<file path="src/rtl/reg_file_pkg.sv">
// Shared types and constants for the synchronous register file.
package reg_file_pkg;

  typedef enum logic {
    SWEEP = 1'b0,
    IDLE  = 1'b1
  } state_e;

  localparam int unsigned DEF_WIDTH = 32;
  localparam int unsigned DEF_DEPTH = 32;
  localparam int unsigned DEF_NREAD = 2;

  // LSB of field `port` inside a packed bus of `width`-bit fields.
  function automatic int unsigned slice_lsb(input int unsigned port, input int unsigned width);
    return port * width;
  endfunction

endpackage

</file>
<file path="src/rtl/reg_file_read_port.sv">
// One combinational read port: sweep blanking, hardwired zero and write bypass.
module reg_file_read_port
  import reg_file_pkg::*;
#(
  parameter int unsigned WIDTH    = DEF_WIDTH,
  parameter int unsigned AW       = 5,
  parameter bit          ZERO_REG = 1'b1,
  parameter bit          BYPASS   = 1'b1
) (
  input  logic             active,
  input  logic [AW-1:0]    rd_addr,
  input  logic [WIDTH-1:0] mem_data,
  input  logic             byp_en,
  input  logic [AW-1:0]    wr_addr,
  input  logic [WIDTH-1:0] wr_data,
  output logic [WIDTH-1:0] rd_data
);

  always_comb begin
    rd_data = '0;
    if (!active) begin
      rd_data = '0;
    end else if (ZERO_REG && (rd_addr == '0)) begin
      rd_data = '0;
    end else if (BYPASS && byp_en && (rd_addr == wr_addr)) begin
      rd_data = wr_data;
    end else begin
      rd_data = mem_data;
    end
  end

endmodule

</file>
<file path="src/rtl/reg_file_sync.sv">
// Clocked register file with NREAD combinational read ports and a clear sweep
// that zeroes every entry after reset or on CLR before accepting writes.
module reg_file_sync
  import reg_file_pkg::*;
#(
  parameter int unsigned WIDTH    = DEF_WIDTH,
  parameter int unsigned DEPTH    = DEF_DEPTH,
  parameter int unsigned NREAD    = DEF_NREAD,
  parameter bit          ZERO_REG = 1'b1,
  parameter bit          BYPASS   = 1'b1,
  localparam int unsigned AW      = $clog2(DEPTH)
) (
  input  logic                   CLK,
  input  logic                   RST,
  input  logic                   CLR,
  input  logic                   RegWEN,
  input  logic [AW-1:0]          WRITE_REG,
  input  logic [WIDTH-1:0]       REG_DATA_W,
  input  logic [NREAD*AW-1:0]    READ_REG,
  output logic [NREAD*WIDTH-1:0] READ_DATA,
  output logic                   READY
);

  state_e           state_reg, state_next;
  logic [AW-1:0]    idx_reg, idx_next;
  logic             mem_we;
  logic [AW-1:0]    mem_waddr;
  logic [WIDTH-1:0] mem_wdata;
  logic             is_idle;
  logic [WIDTH-1:0] mem [DEPTH];

  always_ff @(posedge CLK or negedge RST) begin
    if (!RST) begin
      state_reg <= SWEEP;
      idx_reg   <= '0;
    end else begin
      state_reg <= state_next;
      idx_reg   <= idx_next;
    end
  end

  always_comb begin
    state_next = state_reg;
    idx_next   = idx_reg;
    if (CLR) begin
      state_next = SWEEP;
      idx_next   = '0;
    end else begin
      case (state_reg)
        SWEEP: begin
          idx_next = idx_reg + AW'(1);
          if (idx_reg == AW'(DEPTH - 1)) state_next = IDLE;
        end
        default: ;
      endcase
    end
  end

  // Sweep owns the write port; CLR in the same cycle drops a core write.
  always_comb begin
    is_idle   = (state_reg == IDLE);
    READY     = is_idle;
    mem_we    = 1'b0;
    mem_waddr = WRITE_REG;
    mem_wdata = REG_DATA_W;
    if (!is_idle) begin
      mem_we    = 1'b1;
      mem_waddr = idx_reg;
      mem_wdata = '0;
    end else if (RegWEN && !CLR && !(ZERO_REG && (WRITE_REG == '0))) begin
      mem_we = 1'b1;
    end
  end

  always_ff @(posedge CLK) begin
    if (mem_we) mem[mem_waddr] <= mem_wdata;
  end

  genvar gi;
  generate
    for (gi = 0; gi < NREAD; gi++) begin : g_rd
      logic [AW-1:0] rd_addr;
      assign rd_addr = READ_REG[slice_lsb(gi, AW) +: AW];

      reg_file_read_port #(
        .WIDTH   (WIDTH),
        .AW      (AW),
        .ZERO_REG(ZERO_REG),
        .BYPASS  (BYPASS)
      ) u_port (
        .active  (is_idle),
        .rd_addr (rd_addr),
        .mem_data(mem[rd_addr]),
        .byp_en  (RegWEN && !CLR),
        .wr_addr (WRITE_REG),
        .wr_data (REG_DATA_W),
        .rd_data (READ_DATA[slice_lsb(gi, WIDTH) +: WIDTH])
      );
    end
  endgenerate

endmodule

</file>
<file path="config.mk">
export PLATFORM = sky130hd
export DESIGN_NAME = reg_file_sync
export DESIGN_NICKNAME = d
export VERILOG_FILES = /design/src/rtl/reg_file_pkg.sv /design/src/rtl/reg_file_read_port.sv /design/src/rtl/reg_file_sync.sv
export SDC_FILE = /design/constraint.sdc
export NUM_CORES = 1
export LEC_CHECK = 0
export BUFFER_PORTS_ARGS = -buffer_cell sky130_fd_sc_hd__buf_2
export CORE_MARGIN = 4
export CORE_UTILIZATION = 56
export DETAILED_ROUTE_END_ITERATION = 10
export GPL_TIMING_DRIVEN = 0
export PLACE_DENSITY = 0.77
export REMOVE_ABC_BUFFERS = 1
export SLEW_MARGIN = 40
export SYNTH_ARGS = -nofsm -noshare
export SYNTH_HDL_FRONTEND = slang
export SYNTH_SLANG_ARGS = --single-unit
</file>
<file path="constraint.sdc">
create_clock -name CLK -period 4 [get_ports CLK]
set_input_delay 0.2 -clock CLK [delete_from_list [all_inputs] [get_ports CLK]]
set_output_delay 0.2 -clock CLK [all_outputs]
set_load 0.02 [all_outputs]
</file>
==> metrics.cfg <==
[status]
outcome=complete, no violations

[cells_and_area]
fin_nets=2823
largest_register_ffs=1024
area_growth_pct=16.3
stdcell_count=3998
final_common_cell=edfxtp_1
mostFrequentLayoutCells=edfxtp_1 (1024), mux4_2 (438), mux2i_1 (189)
fill_cells=5314
drive_above_1_share=0.333
utilization=0.659

[detailed_routing]
wire_per_inst_um=36.1
via_per_inst=7.42
drcViolationCount=0
dr.pass1.iters=5
routed-via-count=29660
first_iter_violations=3989
wirelength_um=144000
ant_nets=0

[timing]
fmax_mhz=265
fin_crit_sh=0.945
hold_viol_final=0
tightest_slew_ns=0.878
finalSetupViolations=0
finalClockSkew_ns=0.0300
rsz0062_at_grt=false
max_slew_margin=0.414
timing.final.crit_period_ns=3.78
drv_slew=0

[critical_path]
worst_ep_arrival_time_ns=3.58
start_kind=input port
cp_slowest_cell=o311ai_4
crit_type=in -> out
slowest_delay_ns=0.62
required_ns=3.80
crit_path_end_kind=output port
path_cells=buf_8, buf_16, buf_16, xnor2_1, nand3_1, o311ai_4, buf_4, buf_4, a211oi_1, a221o_1, buf_2
path_max_fanout=56

[cts]
cts-htree-levels=3
cts_num_sinks=1030
post_cts_buffers=0
cts_tree=built
clockRootBuffer=clkbuf_16
clk_pin_slew_ns=0.06
clk_latency_ns=0.67
clockBufferDepth=3
numCtsBuffers=103

[global_route]
antenna_found_initial=1
grt_pass1_vias=30885
grtUsageMet1=0.415
grt_use_met3=0.0749
gr-total-overflow=0
grt_start_max_net_pins=63
use_met2=0.513
top_usage_layer=met2
grt_util_all_layers=0.320
grt_pass1_wl_um=211000

[synth]
netlist_area_um2=48400
synth_mux_area_frac=0.245
synth_edf_count=1024
synth_ff_type=edfxtp_1
yosys.area.top_type=edfxtp_1
synth_xor_area_frac=0.00217
synth-simple-area-share=0.0322
synth-seq-cells=1030
synth_top_family_by_area=multiplexers
avgSynthCellArea_um2=18.5
synth_async_sr_flop_share=0.00583
yosys.area.top_type_share=0.635
ys_seq_area_frac=0.638
synth_cells=2623
ys_types=47
yosys_warnings=0
yosys-top-cells-area=edfxtp_1 (63%), mux4_2 (20%), mux2i_1 (3.9%)
synth_fa_ha_area_frac=0.000517
synth_compound_area_frac=0.0604

[pwr]
swShare=0.224
p_leak_nw=18.2
clkPwrFrac=0.407
power_frac_comb=0.079
total_power_w=0.0232
power.density_nw_per_um2=411
p_int_w=0.0180
irDropWorstVdd_uv=327
seqPwrFrac=0.514
p_sw_w=0.00518

[floorplan]
die_x_um=302
die_h_um=302
coreArea_um2=85500
start_util=0.566
io-pin-count=116
die_area_um2=91300
rows=107

[hold_path]
hold_path.class=in -> reg

[run]
max-cap-violations=0

[placed_design]
placed_cells=3806
dp_hpwl_um=94500
gp_congestion=0.771
placement.io_buffers=115

routing by layer:
metal,share of wire,up-vias
li1,-,11529
met1,0.34,15242
met2,0.48,2377
met3,0.12,512
met4,0.058,0
met5,0,-
synth_stat cells, drive strengths merged, types with 34 or more instances:
cell type	number
edfxtp	1024
clkbuf	103
mux2i	189
and2	34
o21ai	74
o22ai	89
nor2b	47
mux4	438
a211oi	74
buf	116
nor2	127
a22oi	62
nand2	50
power groups by stage:
stage / Sequential, W / Clock, W / Combinational (W)
finish: 0.0119 / 0.00942 / 0.00184
global route: 0.0119 / 0.00995 / 0.00191
CTS: 0.0119 / 0.00948 / 0.00182
detailed placement: 0.0121 / 0 / 0.00180
global placement: 0.0121 / 0 / 0.00184
floorplan: 0.0121 / 0 / 0.000892
timing repair:
action / CTS / global route
gates resized for setup: 0 / 1
hold buffers: 3 / 0
setup endpoints to repair: 0 / 1
hold endpoints to repair: 12 / 0
final cells by class:
cell class	instances	area (um^2)	share of cell area
Sequential cell	1030	30900	0.548
Multi-Input combinational cell	1370	16900	0.300
Timing Repair Buffer	261	3860	0.0685
Clock buffer	122	2670	0.0474
Tap cell	1144	1430	0.0254
Clock inverter	65	587	0.0104
Inverter	4	15.0	0.000266
Antenna cell	2	5.00	0.0000888
worst max-delay path: cells and delay by family:
| family | cells | cell delay [ns] |
|---|---|---|
| compound gates | 3 | 1.06 |
| xor+xnor | 1 | 0.17 |
| buf+inv | 6 | 1.74 |
| simple gates | 1 | 0.24 |
stage by stage:
stage	hold slack (ns)	worst slack, ns	cell area, um^2	TNS [ns]
5_1_grt	0.251	0.175	56400	0
4_1_cts	0.309	0.239	56300	0
3_3_place_gp	0.0248	-9.68	49400	-3809.48
2_1_floorplan	-0.0956	0.420	47400	0
6_report	0.224	0.220	56400	0
3_5_place_dp	0.0294	0.269	53000	0
final timing paths:
path	to	slack, ns	cells after the start	startpoint
worst min register to register	idx_reg[2]$_DFFE_PN0P_	0.58	2	idx_reg[2]$_DFFE_PN0P_
worst max-delay path	READ_DATA[24]	0.22	11	READ_REG[1]
min in group asynchronous	idx_reg[0]$_DFFE_PN0P_	0.45	3	RST
worst max register to register	mem[20][31]$_DFFE_PP_	0.79	6	READY$_DFF_PN0_
max in group asynchronous	READY$_DFF_PN0_	3.30	3	RST
worst min-delay path	mem[8][30]$_DFFE_PP_	0.22	2	REG_DATA_W[30]
logic make-up after synthesis:
kind of cell    Yosys count
mux                     635
buf+inv                 223
fa+ha+maj                 2
simple gates            310
compound gates          411
flops                  1030
xor+xnor                 12
Power figures use the tool's default switching activity.
